### src/rtl/module_keypad_scan.sv
// Keypad scan controller: paces an external column counter through its stop
// input, debounces the row under the active column and reports one code per press.
module module_keypad_scan #(
    parameter int SCAN_PERIOD     = 4,
    parameter int DEBOUNCE_CYCLES = 4
) (
    input  logic       clk,
    input  logic       rst,
    input  logic [3:0] col_sel,
    input  logic [3:0] row_n,
    output logic       stop,
    output logic [3:0] key_code,
    output logic       key_valid,
    output logic       key_held
);
    localparam int DW  = $clog2(SCAN_PERIOD);
    localparam int DBW = $clog2(DEBOUNCE_CYCLES + 1);
    localparam logic [DW-1:0]  DWELL_LAST = DW'(SCAN_PERIOD - 1);
    localparam logic [DBW-1:0] DEB_LAST   = DBW'(DEBOUNCE_CYCLES - 1);

    typedef enum logic [1:0] {
        SCAN,
        DEBOUNCE,
        HELD,
        RELEASE
    } state_t;

    state_t         state_q, state_d;
    logic [3:0]     sync1_q, sync1_d;
    logic [3:0]     rs_q, rs_d;
    logic [DW-1:0]  dwell_q, dwell_d;
    logic [DBW-1:0] deb_q, deb_d;
    logic [1:0]     row_idx_q, row_idx_d;
    logic [1:0]     col_idx_q, col_idx_d;
    logic [3:0]     key_code_q, key_code_d;
    logic           key_valid_q, key_valid_d;
    logic           key_held_q, key_held_d;
    logic           stop_q, stop_d;

    logic           any_active;
    logic           col_onehot;
    logic           row_low;
    logic [1:0]     low_row;
    logic [1:0]     col_enc;

    // Lowest-index active row wins when several rows are pulled low together.
    always_comb begin
        any_active = (rs_q != 4'hF);
        col_onehot = $onehot(col_sel);
        row_low    = ~rs_q[row_idx_q];
        if (!rs_q[0])      low_row = 2'd0;
        else if (!rs_q[1]) low_row = 2'd1;
        else if (!rs_q[2]) low_row = 2'd2;
        else               low_row = 2'd3;
        case (col_sel)
            4'b0010: col_enc = 2'd1;
            4'b0100: col_enc = 2'd2;
            4'b1000: col_enc = 2'd3;
            default: col_enc = 2'd0;
        endcase
    end

    always_comb begin
        sync1_d     = row_n;
        rs_d        = sync1_q;
        state_d     = state_q;
        dwell_d     = dwell_q;
        deb_d       = deb_q;
        row_idx_d   = row_idx_q;
        col_idx_d   = col_idx_q;
        key_code_d  = key_code_q;
        key_valid_d = 1'b0;
        key_held_d  = key_held_q;
        stop_d      = 1'b1;

        case (state_q)
            SCAN: begin
                if (dwell_q == DWELL_LAST) begin
                    if (any_active && col_onehot) begin
                        row_idx_d = low_row;
                        col_idx_d = col_enc;
                        deb_d     = '0;
                        state_d   = DEBOUNCE;
                    end else begin
                        stop_d  = 1'b0;
                        dwell_d = '0;
                    end
                end else begin
                    dwell_d = dwell_q + DW'(1);
                end
            end
            DEBOUNCE: begin
                if (!row_low) begin
                    state_d = SCAN;
                    dwell_d = '0;
                end else if (deb_q == DEB_LAST) begin
                    key_code_d  = {row_idx_q, col_idx_q};
                    key_valid_d = 1'b1;
                    key_held_d  = 1'b1;
                    state_d     = HELD;
                end else begin
                    deb_d = deb_q + DBW'(1);
                end
            end
            HELD: begin
                if (!row_low) begin
                    deb_d   = '0;
                    state_d = RELEASE;
                end
            end
            RELEASE: begin
                // Leaving on a debounced release also steps the column on.
                if (row_low) begin
                    state_d = HELD;
                end else if (deb_q == DEB_LAST) begin
                    key_held_d = 1'b0;
                    stop_d     = 1'b0;
                    dwell_d    = '0;
                    state_d    = SCAN;
                end else begin
                    deb_d = deb_q + DBW'(1);
                end
            end
            default: state_d = SCAN;
        endcase
    end

    always_ff @(posedge clk) begin
        if (!rst) begin
            state_q     <= SCAN;
            sync1_q     <= 4'hF;
            rs_q        <= 4'hF;
            dwell_q     <= '0;
            deb_q       <= '0;
            row_idx_q   <= 2'd0;
            col_idx_q   <= 2'd0;
            key_code_q  <= 4'h0;
            key_valid_q <= 1'b0;
            key_held_q  <= 1'b0;
            stop_q      <= 1'b1;
        end else begin
            state_q     <= state_d;
            sync1_q     <= sync1_d;
            rs_q        <= rs_d;
            dwell_q     <= dwell_d;
            deb_q       <= deb_d;
            row_idx_q   <= row_idx_d;
            col_idx_q   <= col_idx_d;
            key_code_q  <= key_code_d;
            key_valid_q <= key_valid_d;
            key_held_q  <= key_held_d;
            stop_q      <= stop_d;
        end
    end

    assign stop      = stop_q;
    assign key_code  = key_code_q;
    assign key_valid = key_valid_q;
    assign key_held  = key_held_q;

endmodule
### config.mk
export PLATFORM = sky130hd
export DESIGN_NAME = module_keypad_scan
export DESIGN_NICKNAME = d
export VERILOG_FILES = /design/src/rtl/module_keypad_scan.sv
export SDC_FILE = /design/constraint.sdc
export NUM_CORES = 1
export LEC_CHECK = 0
export ABC_AREA = 1
export CORE_MARGIN = 2
export CORE_UTILIZATION = 58
export DETAILED_ROUTE_END_ITERATION = 6
export GPL_TIMING_DRIVEN = 0
export PLACE_DENSITY = 0.92
export SLEW_MARGIN = 20
export SYNTH_ARGS = -nofsm -noshare
export SYNTH_HDL_FRONTEND = slang
export SYNTH_SLANG_ARGS = --single-unit
### constraint.sdc
create_clock -name clk -period 7.9 [get_ports clk]
set_clock_uncertainty 0.2 [all_clocks]
set_input_delay 2.37 -clock clk [delete_from_list [all_inputs] [get_ports clk]]
set_output_delay 2.37 -clock clk [all_outputs]
set_load 0.1 [all_outputs]
### Word-level counts from Yosys, hierarchy flattened

Cells that the tools add are included.

| storage, ports and cells | value |
|---|---|
| logic and storage cells | 89 |
| bits of input ports | 10 |
| flip-flop bits (word level) | 26 |
| output and inout port bits | 7 |

| operators by class | value |
|---|---|
| $add $sub $neg | 5 |
| $lt $le $gt $ge | 1 |
| reduce and logical (&&, ||, !) cells | 11 |
| muxes and demuxes | 37 |
| bitwise logic cells | 3 |
| equality and inequality tests | 21 |

Operators with widths:

| kind | number |
|---|---|
| $mux 2 | 13 |
| $reduce_and 5->1 | 4 |
| $mux 3 | 6 |
| $ne 2x2->1 const B | 8 |
| $pmux 2 s3 | 2 |
| $pmux 3 s4 | 1 |
| $mux 1 | 11 |
| $ne 3x3->1 const B | 3 |
| $pmux 2 s4 | 1 |
| $eq 2x2->1 const B | 3 |
| $reduce_and 3->1 | 2 |
| $add 1x1->2 | 2 |
| $eq 4x2->1 const B | 1 |
| $eq 4x3->1 const B | 1 |
| $eq 4x4->1 const B | 1 |
| $ne 4x4->1 const B | 1 |
| $pmux 1 s2 | 2 |
| $add 2x2->3 | 1 |
| $add 3x1->3 const B | 1 |
| $eq 3x1->1 const B | 1 |
| $eq 3x2->1 const B | 1 |
| $lt 2x3->1 const B | 1 |
| $not 1->1 | 3 |
| $reduce_bool 3->1 | 1 |
| other kinds (7) | 7 |

### Logic depth before layout (Yosys ltp)

| logic depth | value |
|---|---|
| depth after elaboration | 7 |
| mapped depth | 16 |

### Least setup slack after synthesis

OpenSTA, ideal clock, no wires.

| path | value |
|---|---|
| kind | input to register |
| start | input col_sel[0] |
| end | register dwell_q[0] |
| arrival time | 4094 ps |
| data required time | 7587 ps |
| setup time | 113 ps |
| slack | 3494 ps |
| cell stages on the path | 13 |
| cell sequence | inv_1 > fa_1 > inv_1 > ha_1 > ha_1 > nor2_1 > nand2_1 > inv_1 > nand3_2 > nand2_1 > nor2_2 > nor2_1 > nor2_1 |

| on the way | value |
|---|---|
| cells in the longest elaborated chain, start to end | 6 |

RTL lines:

| element | line | RTL |
|---|---|---|
| start, declared | 9 | `input logic [3:0] col_sel,` |
| $add 1x1->2 (implied by the code) | 49 | `col_onehot = $onehot(col_sel);` |
| $add 2x2->3 (implied by the code) | 49 |  |
| $eq 3x1->1 | 49 |  |
| $logic_and 1x1->1 | 79 | `if (any_active && col_onehot) begin` |
| $ne 3x3->1 (no line) | n/a |  |
| $reduce_and 5->1 (no line) | n/a |  |
| end signal, assigned | 145 | `dwell_q <= dwell_d;` |
| end, declared | 31 | `logic [DW-1:0] dwell_q, dwell_d;` |

No other way between the ends.
A chain may end at the register's enable or synchronous reset.

### Final worst setup path

| path | value |
|---|---|
| start | input col_sel[1] |
| end | register dwell_q[1] |

The elaborated chain is that of the path after synthesis.

==> qor.yml <==
run_status:
  outcome: "finished, final reports clean"
detailed_routing:
  post_drt_wl_per_cell_um: 12.4
  wl_um: 2920
  num_vias: 1222
  routed_via_density: 5.20
  drc_errors: 0
  drt-pass1-iter-count: 5
  drt_iter0_drc: 23
  ant_nets: 0
pwr:
  p_leak_nw: 0.818
  vdd_drop_max_mv: 0.201
  pwr-share-clk: 0.237
  intPower_mw: 0.247
  switchingPower_mw: 0.139
  seq_power_share: 0.413
  switching_share: 0.361
  powerDensity_nw_per_um2: 234
  combPwrFrac: 0.349
clock_tree:
  clock-root-buffer: "clkbuf_4"
  clk_latency_ns: 0.32
  clk_pin_slew_worst_paths_ns: 0.14
  htreeDepth: 1
  cts.repair.resized: 0
  postCtsSetupBuffers: 0
  holdBufCountCts: 0
  cts_tree: "yes"
  clock_sinks: 26
  clockBufferDepth: 2
  numCtsBuffers: 3
critical_path:
  rr_endpoint: "deb_q[0]$_SDFFE_PN0P_"
  startpoint: "col_sel[1]"
  crit_path_end_kind: "flop"
  crit_arrival_ns: 4.93
  reg2regPathDepth: 11
  cp.required_ns: 7.97
  r2r_slack_ns: 5.97
  crit_path_max_fanout: 9
  criticalPathCategory: "in -> reg"
  setup.worst_path.start_class: "primary input"
final_layout:
  fin_nets: 230
  antennaDiodeCount: 0
  syn_to_final_growth_pct: 17.7
  drive_gt1_frac: 0.140
  fin_area_um2: 1650
synth:
  avgSynthCellArea_um2: 7.50
  synth_top_area_cell: "dfxtp_1"
  synthCells: 187
  synth_top_area_share: 0.371
  synth_area_leaders: "dfxtp_1, nand2_1, ha_1"
  ys_seq_area_frac: 0.371
  ys_warn_count: 0
  async_reset_ff_frac: 0
  syn_nets: 209
  synth_top_flop_cell: "dfxtp_1"
  synth_area_um2: 1400
  ys_types: 26
  synth_most_common_cell: "nand2_1"
  synthTopCellsByCount: "nand2_1, dfxtp_1, inv_1, nor2_1, ha_1"
  ys_ff_latch: 26
  synth_edf_count: 0
flow_run:
  cap_violations: 0
hold_path:
  hold_class: "reg -> reg"
  hp-start: "rs_d[2]$_SDFF_PN1_"
  whs_path_depth: 1
  min_to: "rs_q[2]$_SDFF_PN1_"
sta:
  rsz0062_at_grt: "no"
  setup_tns_ns: 0
  period_share: 0.616
  drv_slew: 0
  setup_viol: 0
  hold_violations: 0
  period_needed_ns: 4.87
  fmax_ghz: 0.205
  max_slew_margin: 0.353
  worst_pin_slew_ns: 0.968
floorplan:
  start_util: 0.622
  rows: 17
  die_h_um: 53.2
  die_x_um: 53.2
  ios: 17
  core_um2: 2250
  die_area_um2: 2830
global_route:
  grtUsageTotal: 0.236
  grt_pass1_vias: 1125
  grt_max_degree: 16
  grt_pass1_wl_um: 4770
  antenna_found_initial: 0
  gr-total-overflow: 0
placement:
  dpl-instance-area_um2: 1600
  port_buffers: 16
  dp_hpwl_um: 2150
  routabilityCongestion: 0.824
-- layer usage --
| layer | track usage | up-vias | wire length, um |
|---|---|---|---|
| met5 | 0 | - | 0 |
| met4 | 0.0897 | 0 | 48 |
| met3 | 0.0367 | 6 | 116 |
| met2 | 0.450 | 35 | 1520 |
| met1 | 0.256 | 551 | 1240 |
| li1 | - | 630 | - |
-- worst max path at each step --
stage          slack [ns]                 endpoint  cells past startpoint
2_1_floorplan        3.49  dwell_q[0]$_SDFFE_PN0P_                     13
4_1_cts              3.05  dwell_q[1]$_SDFFE_PN0P_                     15
5_1_grt              2.90  dwell_q[1]$_SDFFE_PN0P_                     17
3_5_place_dp         2.74                     flop                     15
6_report             3.03  dwell_q[1]$_SDFFE_PN0P_                     15
3_3_place_gp         2.89  dwell_q[1]$_SDFFE_PN0P_                     15
-- cell type report --
| cell class | instances | area (um^2) |
|---|---|---|
| fill | 180 | 604 |
| timing repair buffer | 16 | 160 |
| clock inverter | 1 | 30.0 |
| sequential | 26 | 520 |
| clock buffer | 3 | 22.5 |
| inverter | 29 | 111 |
| tap | 28 | 35.0 |
| multi-input combinational | 130 | 756 |
| buffer | 2 | 15.0 |
-- critical path, cell delays in order --
cell,delay [ns]
clkdlybuf4s50_1,0.49
inv_1,0.08
fa_1,0.53
inv_1,0.05
ha_1,0.17
ha_1,0.29
nor2_1,0.16
nand2_1,0.09
inv_1,0.08
nand3_2,0.16
nand2_1,0.13
nor2_2,0.06
nand2_1,0.08
nand2_1,0.06
nor2_1,0.12
-- power groups by stage --
stage          clock (mW)  combinational, mW  sequential (mW)
2_1_floorplan           0             0.0916            0.170
3_3_place_gp            0              0.122            0.160
3_5_place_dp            0              0.129            0.162
4_1_cts            0.0926              0.133            0.159
5_1_grt            0.0967              0.151            0.161
6_report           0.0916              0.135            0.160
-- flip-flops by register name (all words and copies together) (netlist names), named ones only --
name	cells
key_valid	1
col_idx_q	2
state_q	1
deb_q	3
rs_d	4
key_held	1
key_code	4
rs_q	4
row_idx_q	2
dwell_q	2
stop	1
-- cell usage in the layout (no fill, tap or decap), drive strengths merged --
cell type	count
o21ai	13
inv	29
a21o	1
ha	11
nor2	23
dfxtp	26
clkbuf	4
a21oi	9
nand3	11
nand2	46
bufinv	1
buf	1
fa	1
a211oi	1
or2	9
nand4	4
nand3b	1
clkdlybuf4s50	16
-- through the flow --
stage	std cells	worst slack (ns)	util	hold slack [ns]	power, mW
finish	235	3.03	0.732	0.234	0.386
global route	235	2.90	0.732	0.249	0.408
CTS	235	3.05	0.732	0.235	0.385
detailed placement	231	2.74	0.709	0.202	0.291
global placement	231	2.89	0.709	0.196	0.282
floorplan	187	3.49	-	0.192	0.262
-- cells by family after synthesis --
kind of cell | Yosys count | synth area share
AO/OA/AOI/OAI | 24 | 0.0919
buffers and inverters | 31 | 0.0901
adder cells (fa/ha/maj) | 12 | 0.112
flip-flops | 26 | 0.371
AND/OR/NAND/NOR | 94 | 0.335
No activity file was read; power rests on OpenSTA's default activity.
